==> src/rtl/branch_predictor.sv <==
// rtl/branch_predictor.sv - direct-mapped 2-bit saturating-counter branch direction predictor
module branch_predictor #(
  parameter int         INDEX_BITS  = 6,
  parameter logic [1:0] INIT_STATE  = 2'b01,
  parameter int         COUNT_WIDTH = 16
) (
  input  logic                   clk,
  input  logic                   reset,
  input  logic                   lookup_valid,
  input  logic [31:0]            lookup_pc,
  output logic                   pred_taken,
  input  logic                   update_valid,
  input  logic [31:0]            update_pc,
  input  logic                   update_taken,
  input  logic                   update_pred,
  output logic                   init_busy,
  output logic [COUNT_WIDTH-1:0] branch_count,
  output logic [COUNT_WIDTH-1:0] mispredict_count
);

  localparam int ENTRIES = 1 << INDEX_BITS;

  typedef enum logic {INIT, READY} state_t;

  state_t                state;
  logic [INDEX_BITS-1:0] init_ptr;
  logic [1:0]            counters [ENTRIES];

  logic [INDEX_BITS-1:0] lookup_idx;
  logic [INDEX_BITS-1:0] update_idx;
  logic [1:0]            cur_count;
  logic [1:0]            next_count;
  logic                  accept;
  logic                  unused_pc_bits;

  // Word-aligned PCs: drop the byte offset, no tag, so aliasing PCs share an entry.
  assign lookup_idx = lookup_pc[INDEX_BITS+1:2];
  assign update_idx = update_pc[INDEX_BITS+1:2];
  assign unused_pc_bits = ^{lookup_pc[31:INDEX_BITS+2], lookup_pc[1:0],
                            update_pc[31:INDEX_BITS+2], update_pc[1:0]};

  assign init_busy  = (state == INIT);
  assign accept     = update_valid & ~init_busy;
  assign pred_taken = lookup_valid & ~init_busy & counters[lookup_idx][1];

  // Saturating step of the addressed counter toward the resolved direction.
  always_comb begin
    cur_count  = counters[update_idx];
    next_count = cur_count;
    if (update_taken) begin
      if (cur_count != 2'b11) next_count = cur_count + 2'd1;
    end else begin
      if (cur_count != 2'b00) next_count = cur_count - 2'd1;
    end
  end

  // Init sequencer: sweep every entry once after reset, then stay READY.
  always_ff @(posedge clk) begin
    if (reset) begin
      state    <= INIT;
      init_ptr <= '0;
    end else begin
      case (state)
        INIT: begin
          init_ptr <= init_ptr + 1'b1;
          if (init_ptr == {INDEX_BITS{1'b1}}) state <= READY;
        end
        READY:   state <= READY;
        default: state <= INIT;
      endcase
    end
  end

  // Counter table: init writes own the table until READY, then resolved branches train it.
  always_ff @(posedge clk) begin
    if (state == INIT) begin
      counters[init_ptr] <= INIT_STATE;
    end else if (accept) begin
      counters[update_idx] <= next_count;
    end
  end

  // Statistics: saturate at all-ones rather than wrap so debug never sees a small bogus count.
  always_ff @(posedge clk) begin
    if (reset) begin
      branch_count     <= '0;
      mispredict_count <= '0;
    end else if (accept) begin
      if (branch_count != {COUNT_WIDTH{1'b1}}) branch_count <= branch_count + 1'b1;
      if ((update_pred != update_taken) && (mispredict_count != {COUNT_WIDTH{1'b1}}))
        mispredict_count <= mispredict_count + 1'b1;
    end
  end

endmodule
==> config.mk <==
export PLATFORM = sky130hd
export DESIGN_NAME = branch_predictor
export DESIGN_NICKNAME = d
export VERILOG_FILES = /design/src/rtl/branch_predictor.sv
export SDC_FILE = /design/constraint.sdc
export NUM_CORES = 1
export LEC_CHECK = 0
export CORE_UTILIZATION = 50
export DETAILED_ROUTE_END_ITERATION = 7
export GPL_ROUTABILITY_DRIVEN = 0
export PLACE_DENSITY = 0.78
export SLEW_MARGIN = 15
export SYNTH_ARGS = -nofsm -noshare
export SYNTH_HDL_FRONTEND = slang
export SYNTH_SLANG_ARGS = --single-unit
==> constraint.sdc <==
create_clock -name clk -period 9.8 [get_ports clk]
set_clock_uncertainty 0.15 [all_clocks]
set_input_delay 1.47 -clock clk [delete_from_list [all_inputs] [get_ports clk]]
set_output_delay 1.47 -clock clk [all_outputs]
set_load 0.01 [all_outputs]
Word level (Yosys, flattened, before mapping)
Memory sizes are Yosys's and may differ from the RTL's.
Index checks and enable logic that the tools add are counted.
{ "word_totals": {"ramBits": 128, "mem_count": 1, "word_cells": 36, "in_bits": 70, "register_bits": 39, "output_inout_bits": 34} }
{ "memory_table": {"columns": ["memory", "words", "width", "read_ports", "rd_clocked_by_memory_dff", "write_ports", "line_no", "text"], "rows": [
  ["counters", 64, 2, 2, 0, 1, "27", "logic [1:0] counters [ENTRIES];"]
]} }
{ "op_classes": {"n_addsub": 5, "reduce_logical": 5, "eq_ne": 5, "n_mux": 12, "bitwise_logic": 4} }
{ "op_table": {"columns": ["operator", "count"], "rows": [
  ["16-bit by 1-bit adder with 16-bit output (second input constant)", 2],
  ["16-bit != test (second input constant)", 2],
  ["2-bit 2-to-1 mux", 4],
  ["6-bit by 1-bit adder with 6-bit output (second input constant)", 1],
  ["6-bit equality test (second input constant)", 1],
  ["1-bit 2-to-1 mux", 6],
  ["6-bit 2-to-1 mux", 1],
  ["2-bit AND reduction", 2],
  ["1-bit AND", 3],
  ["2-bit by 1-bit adder with 2-bit output (second input constant)", 1],
  ["2-bit != test (second input constant)", 1],
  ["1-bit case mux with 2 select lines", 1],
  ["2-bit nonzero test", 1],
  ["2-bit OR reduction", 1],
  ["2-bit by 1-bit subtractor with 2-bit output (second input constant)", 1],
  ["1-bit logical AND", 1],
  ["1-bit != test", 1],
  ["1-bit inverter", 1]
]} }

Depth between registers and ports, before layout
{ "logic_depth": {"depth_word": 6, "mapped_depth": 9} }

Worst setup path after synthesis
OpenSTA, ideal clock, no wires.
{ "synth_path": {"path_kind": "input to register", "from": "in update_pc[2]", "to": "mem counters[0][0] (data pin)", "cell_stages": 9, "path_slack_ps": 3219, "t_arrival_ps": 5729, "required_time_ps": 8948, "path_cell_list": "buf_2 > buf_2 > buf_2 > mux4_2 > o22ai_1 > nand2_1 > o211ai_1 > a31oi_1 > o21ai_0"} }
{ "synth_via": {"elab_chain_cells": 5} }
{ "synth_rtl": {"columns": ["item", "line_no", "text"], "rows": [
  ["start, declared", "13", "input logic [31:0] update_pc,"],
  ["memory read 64 x 2 bit *", null, null],
  ["2-bit by 1-bit subtractor with 2-bit output (tied with other cells)", "53", "if (cur_count != 2'b00) next_count = cur_count - 2'd1;"],
  ["2-bit 2-to-1 mux (on tied branches)", "53, 51", null],
  ["2-bit 2-to-1 mux *", "50", "if (update_taken) begin"],
  ["2-bit 2-to-1 mux (no source line) *", null, null],
  ["end, declared", "27", null]
]} }
Mark *: on every way between the ends. The rest lies on a longest branch, timed or not.

Final worst setup path
{ "layout_path": {"from": "in lookup_pc[3]", "to": "out pred_taken"} }
{ "layout_via": {"elab_chain_cells": 2} }
{ "layout_rtl": {"columns": ["item", "line_no", "text"], "rows": [
  ["start, declared", "10", "input logic [31:0] lookup_pc,"],
  ["memory read 64 x 2 bit", null, null],
  ["1-bit AND", "44", "assign pred_taken = lookup_valid & ~init_busy & counters[lookup_idx][1];"],
  ["end, declared", "11", "output logic pred_taken,"]
]} }
Every way passes these cells.

==> flow_metrics.tcl <==
set metrics [dict create \
    path_clk_slew_ns 0.07 \
    cts_tree "done" \
    hold_path_class "register to register" \
    grt_util_all_layers_pct 23.8 \
    cts_buffers 17 \
    path_class "input port to output pin" \
    netlist.top_cell.by_area "edfxtp_1" \
    drc 0 \
    syn_nets 637 \
    final_util_pct 60.8 \
    syn_to_final_growth_pct 16.9 \
    first_global_vias 5105 \
    synthTopCellsByArea "edfxtp_1 50%, mux4_2 15%, dfxtp_1 10%, nor2_1 5.4%, xor2_1 3.5%" \
    synth_common_cells "128 x edfxtp_1, 110 x nor2_1, 51 x mux4_2, 39 x dfxtp_1, 35 x nand2_1" \
    clockBufferDepth 2 \
    tightest_slew_ns 0.988 \
    postRouteAntennaNets 0 \
    ir_drop_mv 0.114 \
    layout-drive-gt1-share_pct 15.2 \
    firstDrtPassIters 7 \
    io_buffers 51 \
    yosysMostFrequentCell "edfxtp_1" \
    instances_no_fill 807 \
    cp.required_ns 8.18 \
    max_cap_violations 0 \
    hpwl_um 11200 \
    p_total_mw 1.56 \
    cp_max_fo 16 \
    finalSetupTns_ns 0 \
    synthFlopType "edfxtp_1" \
    avgSynthCellArea_um2 13.6 \
    drt-vias-per-instance 6.33 \
    hold_buffers 0 \
    synth_edf_count 128 \
    critPathMaxStageDelay_ns 1.06 \
    n_fill_cell 1055 \
    min_period_ns 6.37 \
    clkSinkCount 167 \
    drtIter0Drc 626 \
    crit_path_end_kind "output pin" \
    core_um2 14800 \
    vias 5111 \
    seq_area_frac_synth_pct 60.3 \
    post_drt_wl_per_cell_um 22.3 \
    syn_area_um2 7670 \
    rows 44 \
    worstPathCellList "clkdlybuf4s50_1, mux4_2, mux4_2, mux4_2, and3_1, clkdlybuf4s50_1" \
    postCtsSetupBuffers 0 \
    ys_types 46 \
    postSynth.asyncResetShare_pct 0 \
    grt_pass1_wl_um 28200 \
    initial_core_util_pct 52.0 \
    p_leak_nw 3.06 \
    ys_ff_latch 167 \
    die_y_um 126 \
    r2r_slack_ns 6.70 \
    num_antenna_cells 0 \
    cp_common_cell "mux4_2" \
    syn_inst 564 \
    dp.cells 775 \
    p_per_area_nw_per_um2 174 \
    arrival_ns 4.75 \
    io_pins 104 \
    die_width_um 126 \
    antenna_found_initial 0 \
    rsz0062_at_grt "false" \
    setup_viol 0 \
    hold_violations 0 \
    fp.dieArea_um2 15800 \
    grt_max_degree 65 \
    grt_overflow 0 \
    status "complete, no violations" \
    drv_slew 0 \
    relSlewSlack_pct 33.8 \
    wl_um 18000 \
    cts_root_buf "clkbuf_16" \
    cts_resized 0 \
    nNetsFinal 683 \
    start_kind "input port" \
    h-tree-depth 4 \
    fmax_mhz 157 \
    synth_top_cell_area_share_pct 50.1 \
    crit_slowest_cell "clkdlybuf4s50_1" \
    yosysWarnings 0 \
    clk-insertion-delay-late_ns 0.43 \
    fin_crit_sh_pct 65.0 \
]
==> cells by family after synthesis <==
logic type	Yosys count	share of synthesized area [%]
simple gates	219	12.8
flops	167	60.3
xor+xnor	34	3.88
mux	64	16.7
fa+ha+maj	3	0.489
compound gates	45	3.99
buf+inv	32	1.86
==> cells in the final DEF (no fill, tap or decap), drive strengths merged, types with 3 or more instances in the layout <==
cell type      instances
nand4                 10
mux4                  51
clkdlybuf4s50         49
a21oi                  3
nand3b                 3
or3                    3
buf                    7
o21a                   3
nand3                 24
nand2b                 6
nand2                 35
inv                   12
mux2i                 11
nor2b                  6
edfxtp               128
bufinv                 3
and4                   4
o22ai                  6
nor3                   7
xnor2                  3
clkbuf                17
nor2                 110
a31oi                  4
dfxtp                 39
xor2                  31
a211oi                 3
and3                   8
ha                     3
o21ai                 10
==> flip-flops by register name, summed over array words and instances, names as in the netlist <==
name              cells
branch_count         16
counters            128
init_ptr              6
mispredict_count     16
state                 1
==> layout make-up <==
cell class	count	area (um2)	share of cell area, %
clock buffers	17	425	4.74
multi-input cells	365	2930	32.7
flip-flops and latches	167	4620	51.5
repair buffers	56	538	6.00
well taps	184	230	2.57
clock inverters	15	208	2.32
inverters	3	11.3	0.126
==> power by group <==
part	switching, mW	internal (mW)
Sequential	0.00287	0.754
Clock	0.304	0.414
Combinational	0.0493	0.0360
==> worst max-delay path: cells and delay by family <==
kind | cells | cell delay, ns
AND/OR/NAND/NOR | 1 | 0.21
multiplexers | 3 | 1.54
buffers and inverters | 2 | 1.53
==> metrics by stage <==
stage,cell area [um2],setup slack [ns],hold WS (ns)
after floorplan,7670,3.22,0.334
after global placement,8320,3.44,0.358
after detailed placement,8320,3.45,0.380
after CTS,8950,3.44,0.394
after global routing,8970,3.41,0.431
final,8970,3.43,0.402
==> routing by layer <==
| metal | part of all wire (%) | track usage (%) |
|---|---|---|
| met1 | 39 | 30.3 |
| met2 | 50 | 39.1 |
| met3 | 7.7 | 5.10 |
| met4 | 3.4 | 11.5 |
| met5 | 0 | 0 |
==> path summary, 6_finish.rpt <==
path | from | endpoint | cells past startpoint
setup / recovery | lookup_pc[3] | pred_taken | 6
hold / removal | branch_count[9] | branch_count[9] | 2
setup reg to reg | counters[15][1] | counters[53][0] | 7
hold reg to reg | branch_count[9] | branch_count[9] | 2
(Power assumes the default switching activity.)
